--- src/rtl/mult_arb_pkg.sv ---
// Shared types and constants for the arbitrated shift-and-add multiplier.
package mult_arb_pkg;

   // Control FSM states
   typedef enum logic [1:0] {
      IDLE = 2'd0,
      CALC = 2'd1,
      DONE = 2'd2
   } state_t;

   // Width of the requester identifier carried with each response
   localparam int ID_W = 1;

endpackage

--- src/rtl/mult_shift_add_dp.sv ---
// Shift-and-add multiplier datapath: holds the accumulator, the shifting
// multiplicand/multiplier and the step counter. One partial product per step.
module mult_shift_add_dp #(
   parameter int bw = 16
) (
   input  logic            i_clk,
   input  logic            i_reset,
   input  logic            i_load,
   input  logic            i_step,
   input  logic [bw-1:0]   i_a,
   input  logic [bw-1:0]   i_b,
   output logic [2*bw-1:0] o_acc,
   output logic            o_last
);

   localparam int CW = $clog2(bw + 1);

   logic [2*bw-1:0] r_acc;
   logic [2*bw-1:0] r_mcand;
   logic [bw-1:0]   r_mplier;
   logic [CW-1:0]   r_cnt;

   // Load operands on accept, otherwise add/shift once per CALC cycle
   always_ff @(posedge i_clk) begin
      if (i_reset) begin
         r_acc    <= {(2*bw){1'b0}};
         r_mcand  <= {(2*bw){1'b0}};
         r_mplier <= {bw{1'b0}};
         r_cnt    <= {CW{1'b0}};
      end else if (i_load) begin
         r_acc    <= {(2*bw){1'b0}};
         r_mcand  <= {{bw{1'b0}}, i_a};
         r_mplier <= i_b;
         r_cnt    <= {CW{1'b0}};
      end else if (i_step) begin
         if (r_mplier[0]) begin
            r_acc <= r_acc + r_mcand;
         end else begin
            r_acc <= r_acc;
         end
         r_mcand  <= r_mcand << 1;
         r_mplier <= r_mplier >> 1;
         r_cnt    <= r_cnt + CW'(1);
      end
   end

   assign o_acc  = r_acc;
   // The step being taken now is the final one (no early exit on zero operands)
   assign o_last = (r_cnt == CW'(bw - 1));

endmodule

--- src/rtl/mult_arb_seq.sv ---
// Two-requester sequential multiplier. A single shared shift-and-add datapath
// serves one request at a time; the result is held until the consumer takes it.
// Optional feature macro: MULT_ARB_RR_EN -- round-robin grant when both
// requesters are valid (default build: requester 0 has fixed priority).
module mult_arb_seq
   import mult_arb_pkg::*;
#(
   parameter int bw = 16
) (
   input  logic            CLK,
   input  logic            RESET,
   input  logic            req0_valid,
   input  logic            req1_valid,
   output logic            req0_ready,
   output logic            req1_ready,
   input  logic [bw-1:0]   req0_A,
   input  logic [bw-1:0]   req0_B,
   input  logic [bw-1:0]   req1_A,
   input  logic [bw-1:0]   req1_B,
   output logic            rsp_valid,
   input  logic            rsp_ready,
   output logic [2*bw-1:0] rsp_out,
   output logic [ID_W-1:0] rsp_id,
   output logic            busy
);

   state_t          r_state;
   logic            r_rsp_valid;
   logic            r_busy;
   logic [ID_W-1:0] r_rsp_id;
`ifdef MULT_ARB_RR_EN
   logic [ID_W-1:0] r_last_grant;
`endif

   logic [ID_W-1:0] w_grant;
   logic            w_accept;
   logic            w_idle;
   logic            w_last;
   logic [bw-1:0]   w_a;
   logic [bw-1:0]   w_b;

   // Pick which requester may be accepted this cycle
   always_comb begin
      w_grant = 1'b0;
      if (req0_valid && req1_valid) begin
`ifdef MULT_ARB_RR_EN
         w_grant = ~r_last_grant;
`else
         w_grant = 1'b0;
`endif
      end else if (req1_valid) begin
         w_grant = 1'b1;
      end else begin
         w_grant = 1'b0;
      end
   end

   assign w_idle     = (r_state == IDLE);
   assign req0_ready = w_idle && !RESET && (w_grant == 1'b0);
   assign req1_ready = w_idle && !RESET && (w_grant == 1'b1);
   assign w_accept   = (req0_valid && req0_ready) || (req1_valid && req1_ready);
   assign w_a        = (w_grant == 1'b1) ? req1_A : req0_A;
   assign w_b        = (w_grant == 1'b1) ? req1_B : req0_B;

   mult_shift_add_dp #(.bw(bw)) u_dp (
      .i_clk   (CLK),
      .i_reset (RESET),
      .i_load  (w_accept),
      .i_step  (r_state == CALC),
      .i_a     (w_a),
      .i_b     (w_b),
      .o_acc   (rsp_out),
      .o_last  (w_last)
   );

   // Control FSM with registered handshake/status outputs; reset aborts any op
   always_ff @(posedge CLK) begin
      if (RESET) begin
         r_state     <= IDLE;
         r_rsp_valid <= 1'b0;
         r_busy      <= 1'b0;
         r_rsp_id    <= 1'b0;
`ifdef MULT_ARB_RR_EN
         r_last_grant <= 1'b1;
`endif
      end else begin
         case (r_state)
            IDLE: begin
               if (w_accept) begin
                  r_state  <= CALC;
                  r_busy   <= 1'b1;
                  r_rsp_id <= w_grant;
`ifdef MULT_ARB_RR_EN
                  r_last_grant <= w_grant;
`endif
               end
            end
            CALC: begin
               if (w_last) begin
                  r_state     <= DONE;
                  r_rsp_valid <= 1'b1;
               end
            end
            DONE: begin
               if (rsp_ready) begin
                  r_state     <= IDLE;
                  r_rsp_valid <= 1'b0;
                  r_busy      <= 1'b0;
               end
            end
            default: begin
               r_state     <= IDLE;
               r_rsp_valid <= 1'b0;
               r_busy      <= 1'b0;
            end
         endcase
      end
   end

   assign rsp_valid = r_rsp_valid;
   assign rsp_id    = r_rsp_id;
   assign busy      = r_busy;

endmodule

--- config.mk ---
export PLATFORM = sky130hd
export DESIGN_NAME = mult_arb_seq
export DESIGN_NICKNAME = d
export VERILOG_FILES = /design/src/rtl/mult_arb_pkg.sv /design/src/rtl/mult_shift_add_dp.sv /design/src/rtl/mult_arb_seq.sv
export SDC_FILE = /design/constraint.sdc
export NUM_CORES = 1
export LEC_CHECK = 0
export ABC_AREA = 0
export BUFFER_PORTS_ARGS = -buffer_cell sky130_fd_sc_hd__buf_4
export CELL_PAD_IN_SITES_DETAIL_PLACEMENT = 1
export CELL_PAD_IN_SITES_GLOBAL_PLACEMENT = 1
export CORE_ASPECT_RATIO = 0.6
export CORE_MARGIN = 8
export CORE_UTILIZATION = 43
export CTS_CLUSTER_SIZE = 30
export DETAILED_ROUTE_END_ITERATION = 10
export MAX_ROUTING_LAYER = met4
export PLACE_DENSITY_LB_ADDON = 0.08
export SETUP_SLACK_MARGIN = 0.1
export SYNTH_ARGS = -nofsm -noshare
export SYNTH_HDL_FRONTEND = slang
export SYNTH_SLANG_ARGS = --single-unit
--- constraint.sdc ---
create_clock -name CLK -period 6.25 [get_ports CLK]
set_clock_uncertainty 0.15 [all_clocks]
set_input_delay 0.3125 -clock CLK [delete_from_list [all_inputs] [get_ports CLK]]
set_output_delay 0.3125 -clock CLK [all_outputs]
set_load 0.05 [all_outputs]
==> out/qor.csv <==
stage,metric,value,unit
yosys,syn_inst,688,
clocking,h-tree-depth,3,
route,drc_errors,0,
yosys,synth_fp_nets,791,
timing,fin_hold_ws,102,ps
pwr,leakagePower,2.64,nW
grt,grt-ovfl-total,0,
setup_path,crit_path_max_fanout,5,
setup_path,path_buf_inv,0,
timing,fin_tns_setup,0,ps
yosys,yosysWarnings,0,
yosys,ys_seq_elements,90,
floorplan,rows,31,
timing,max_freq,292,MHz
yosys,ys_types,51,
clocking,postCtsHoldBufs,0,
placement,dp_hpwl,12500,um
clocking,cts_setup_buffers,0,
timing,rsz0062_at_grt,no,
floorplan,dieArea,16100,um^2
yosys,synthXorXnorAreaFrac,4.99,%
timing,worstMarginPinSlew,1110,ps
pwr,power_density,225,nW/um^2
timing,setup_viol,0,
grt,grt_pass1_wl,27700,um
timing,slew_headroom,26.2,%
floorplan,die_h,102,um
run,drv_cap,0,
clocking,clkSinkCount,90,
layout,area_growth,22.8,%
route,routedWlPerCell,18.2,um
route,avgViaCountPerCell,5.61,
route,first_iter_violations,242,
clocking,numCtsBuffers,9,
min_path,hold_class,input pin to flip-flop,
timing,hold_viol_final,0,
clocking,clock_latency,340,ps
setup_path,path_cells,ha_1 > fa_1 > a21o_2 > a21oi_1 > o21a_1 > o21ai_1 > a21oi_1 > o2111ai_1 > xor2_1 > nand2_1 > a21oi_1,
layout,diodes,0,
yosys,synth_area,5260,um^2
yosys,yosys.area_share.simple,21.4,%
floorplan,initial_core_util,43.9,%
route,dr.pass1.iters,4,
floorplan,core_area,12000,um^2
setup_path,critPathLaunchType,flip-flop,
yosys,synthMuxAreaShare,0.190,%
yosys,syn_avg_cell_area,7.65,um^2
clocking,tritoncts,built,
setup_path,cpMaxStageDelayCell,a21oi_1,
setup_path,cp_top_family,compound AO/OA/AOI/OAI gates,
setup_path,cpPeakStageDelay,590,ps
grt,track_usage,21.4,%
setup_path,path_common_cell,a21oi_1,
grt,antenna_found_initial,0,
floorplan,die_x,159,um
yosys,ys.flop_type,dfxtp_1,
grt,first_global_vias,5429,
timing,drv_slew,0,
yosys,synth_top_family_by_area,compound AO/OA/AOI/OAI gates,
clocking,ctsLongestPathBuffers,2,
timing,fin_crit_sh,54.8,%
yosys,synth_adder_area_share,8.23,%
floorplan,ioPinCount,106,
pwr,ir_drop,0.124,mV
clocking,post_cts_resized,0,
placement,port_buffers,105,
clocking,cts_root_buf,clkbuf_16,
yosys,async_flop_share,0,%
layout,final_net_count,868,
clocking,clkTransAtPathRegs,70,ps
setup_path,cp.required,6280,ps
setup_path,crit_arrival,3450,ps
route,wirelength,17000,um
setup_path,cp-end-kind,flip-flop,
pwr,finalPower,1.45,mW
yosys,synth_edf_count,0,
layout,layout-drive-gt1-share,18.4,%
placement,gp_congestion,0.900,
yosys,synth-seq-area-share,34.2,%
run_status,status,finished clean,
yosys,synth-compound-area-share,26.8,%
setup_path,crit_type,flip-flop to flip-flop,
route,ant_nets,0,
grt,grt_max_degree,56,
timing,finalCriticalPeriod,3430,ps
route,dr_total_vias,5244,
[cell families after synthesis]
family,after synthesis
AOI/OAI and AO/OA,215
muxes,1
buffers and inverters,53
xor gates and xnor gates,30
DFF,90
and+or+nand+nor,265
adders and majority gates,34
[per-layer routing]
metal,track usage (%),part of all wire (%),up-vias
li1,-,-,2586
met5,-,0,-
met3,4.18,3.1,19
met2,34.8,47,86
met1,27.1,48,2553
met4,5.24,1.4,0
[cell type report]
type	instances	area (um^2)
tap	165	206
clock inverter	6	95.1
clock buffer	10	229
sequential	90	1800
inverter	8	30.0
fill	1474	5530
multi-input combinational	545	3260
timing repair buffer	111	833
[synth_stat cells, types with 2 or more instances]
| master | count | area share, % |
|---|---|---|
| nand2_1 | 172 | 12 |
| dfxtp_1 | 90 | 34 |
| a21oi_1 | 88 | 8.4 |
| nor2_1 | 38 | 2.7 |
| clkbuf_1 | 37 | 2.6 |
| ha_1 | 33 | 7.8 |
| a211oi_1 | 23 | 3.3 |
| and2_1 | 20 | 2.4 |
| o21ai_0 | 19 | 1.8 |
| xnor2_1 | 18 | 3.0 |
| a221oi_1 | 16 | 2.7 |
| a311oi_1 | 16 | 2.7 |
| xor2_1 | 12 | 2.0 |
| inv_1 | 8 | 0.57 |
| nand4_1 | 8 | 0.95 |
| o21bai_1 | 8 | 1.1 |
| a21o_1 | 7 | 1.0 |
| nand3_1 | 7 | 0.67 |
| a21o_2 | 6 | 1.0 |
| nor2b_1 | 6 | 0.71 |
| o21ai_1 | 5 | 0.48 |
| a31oi_1 | 4 | 0.48 |
| and3_1 | 4 | 0.48 |
| buf_1 | 3 | 0.21 |
| nand2b_1 | 3 | 0.36 |
| nor3_1 | 3 | 0.29 |
| o211ai_1 | 3 | 0.43 |
| o21a_1 | 3 | 0.43 |
| o31ai_1 | 3 | 0.43 |
| a21boi_0 | 2 | 0.29 |
| clkbuf_4 | 2 | 0.29 |
| o21ai_2 | 2 | 0.33 |
[stage by stage]
step | std cells | setup slack [ps] | instance area (um^2) | utilization, %
floorplan | 688 | 3250 | 5260 | -
global placement | 919 | 3060 | 6140 | 51.2
detailed placement | 919 | 2890 | 6140 | 51.2
CTS | 935 | 2860 | 6460 | 53.9
global route | 935 | 2590 | 6460 | 53.9
finish | 935 | 2820 | 6460 | 53.9
[path summary, 6_finish.rpt]
path	depth (start not counted)	endpoint	slack (ps)	from
worst max-delay path	11	u_dp.o_acc[28]	2820	u_dp.o_acc[0]
worst min-delay path	4	r_state[1]	100	rsp_ready
worst max register to register	11	u_dp.o_acc[28]	2820	u_dp.o_acc[0]
worst min register to register	2	u_dp.o_acc[14]	330	u_dp.o_acc[14]
[report_power, final]
part	internal (mW)	total, mW	switching (mW)	leakage, nW
Combinational	0.0885	0.233	0.144	1.75
Clock	0.356	0.599	0.243	0.158
Sequential	0.600	0.623	0.0233	0.731
[registers in the layout, summed over array words and instances, names as in the netlist]
register / cells
busy: 1
u_dp.r_cnt: 5
u_dp.r_mplier: 16
r_state: 2
rsp_id: 1
u_dp.o_acc: 32
u_dp.r_mcand: 32
rsp_valid: 1
[placed cells by master, fill, tap and decap left out, types with 2 or more instances in the layout]
master,count
nand3_1,7
a21o_1,7
a21oi_1,88
ha_1,33
nor3_1,3
o21ai_1,4
nor2b_1,4
a21o_2,6
a21boi_0,2
o21a_1,3
xor2_1,12
clkbuf_16,9
o21ai_0,19
nand2_1,172
o21ai_2,2
buf_4,111
and2_1,20
xnor2_1,18
nand4_1,8
and3_1,4
bufinv_16,2
dfxtp_1,90
inv_6,3
a311oi_1,16
o21bai_1,8
a31oi_1,4
a211oi_1,23
a221oi_1,16
inv_1,8
o31ai_1,3
o211ai_1,3
nor2_1,38
nand2b_1,2
[worst register-to-register path, delay by kind of cell (launching register included)]
kind | cells | cell delay (ps)
AOI/OAI and AO/OA | 7 | 1870
and+or+nand+nor | 1 | 80
xor gates and xnor gates | 1 | 180
DFF | 1 | 330
adders and majority gates | 2 | 680
No activity file was read; power rests on OpenSTA's default activity.
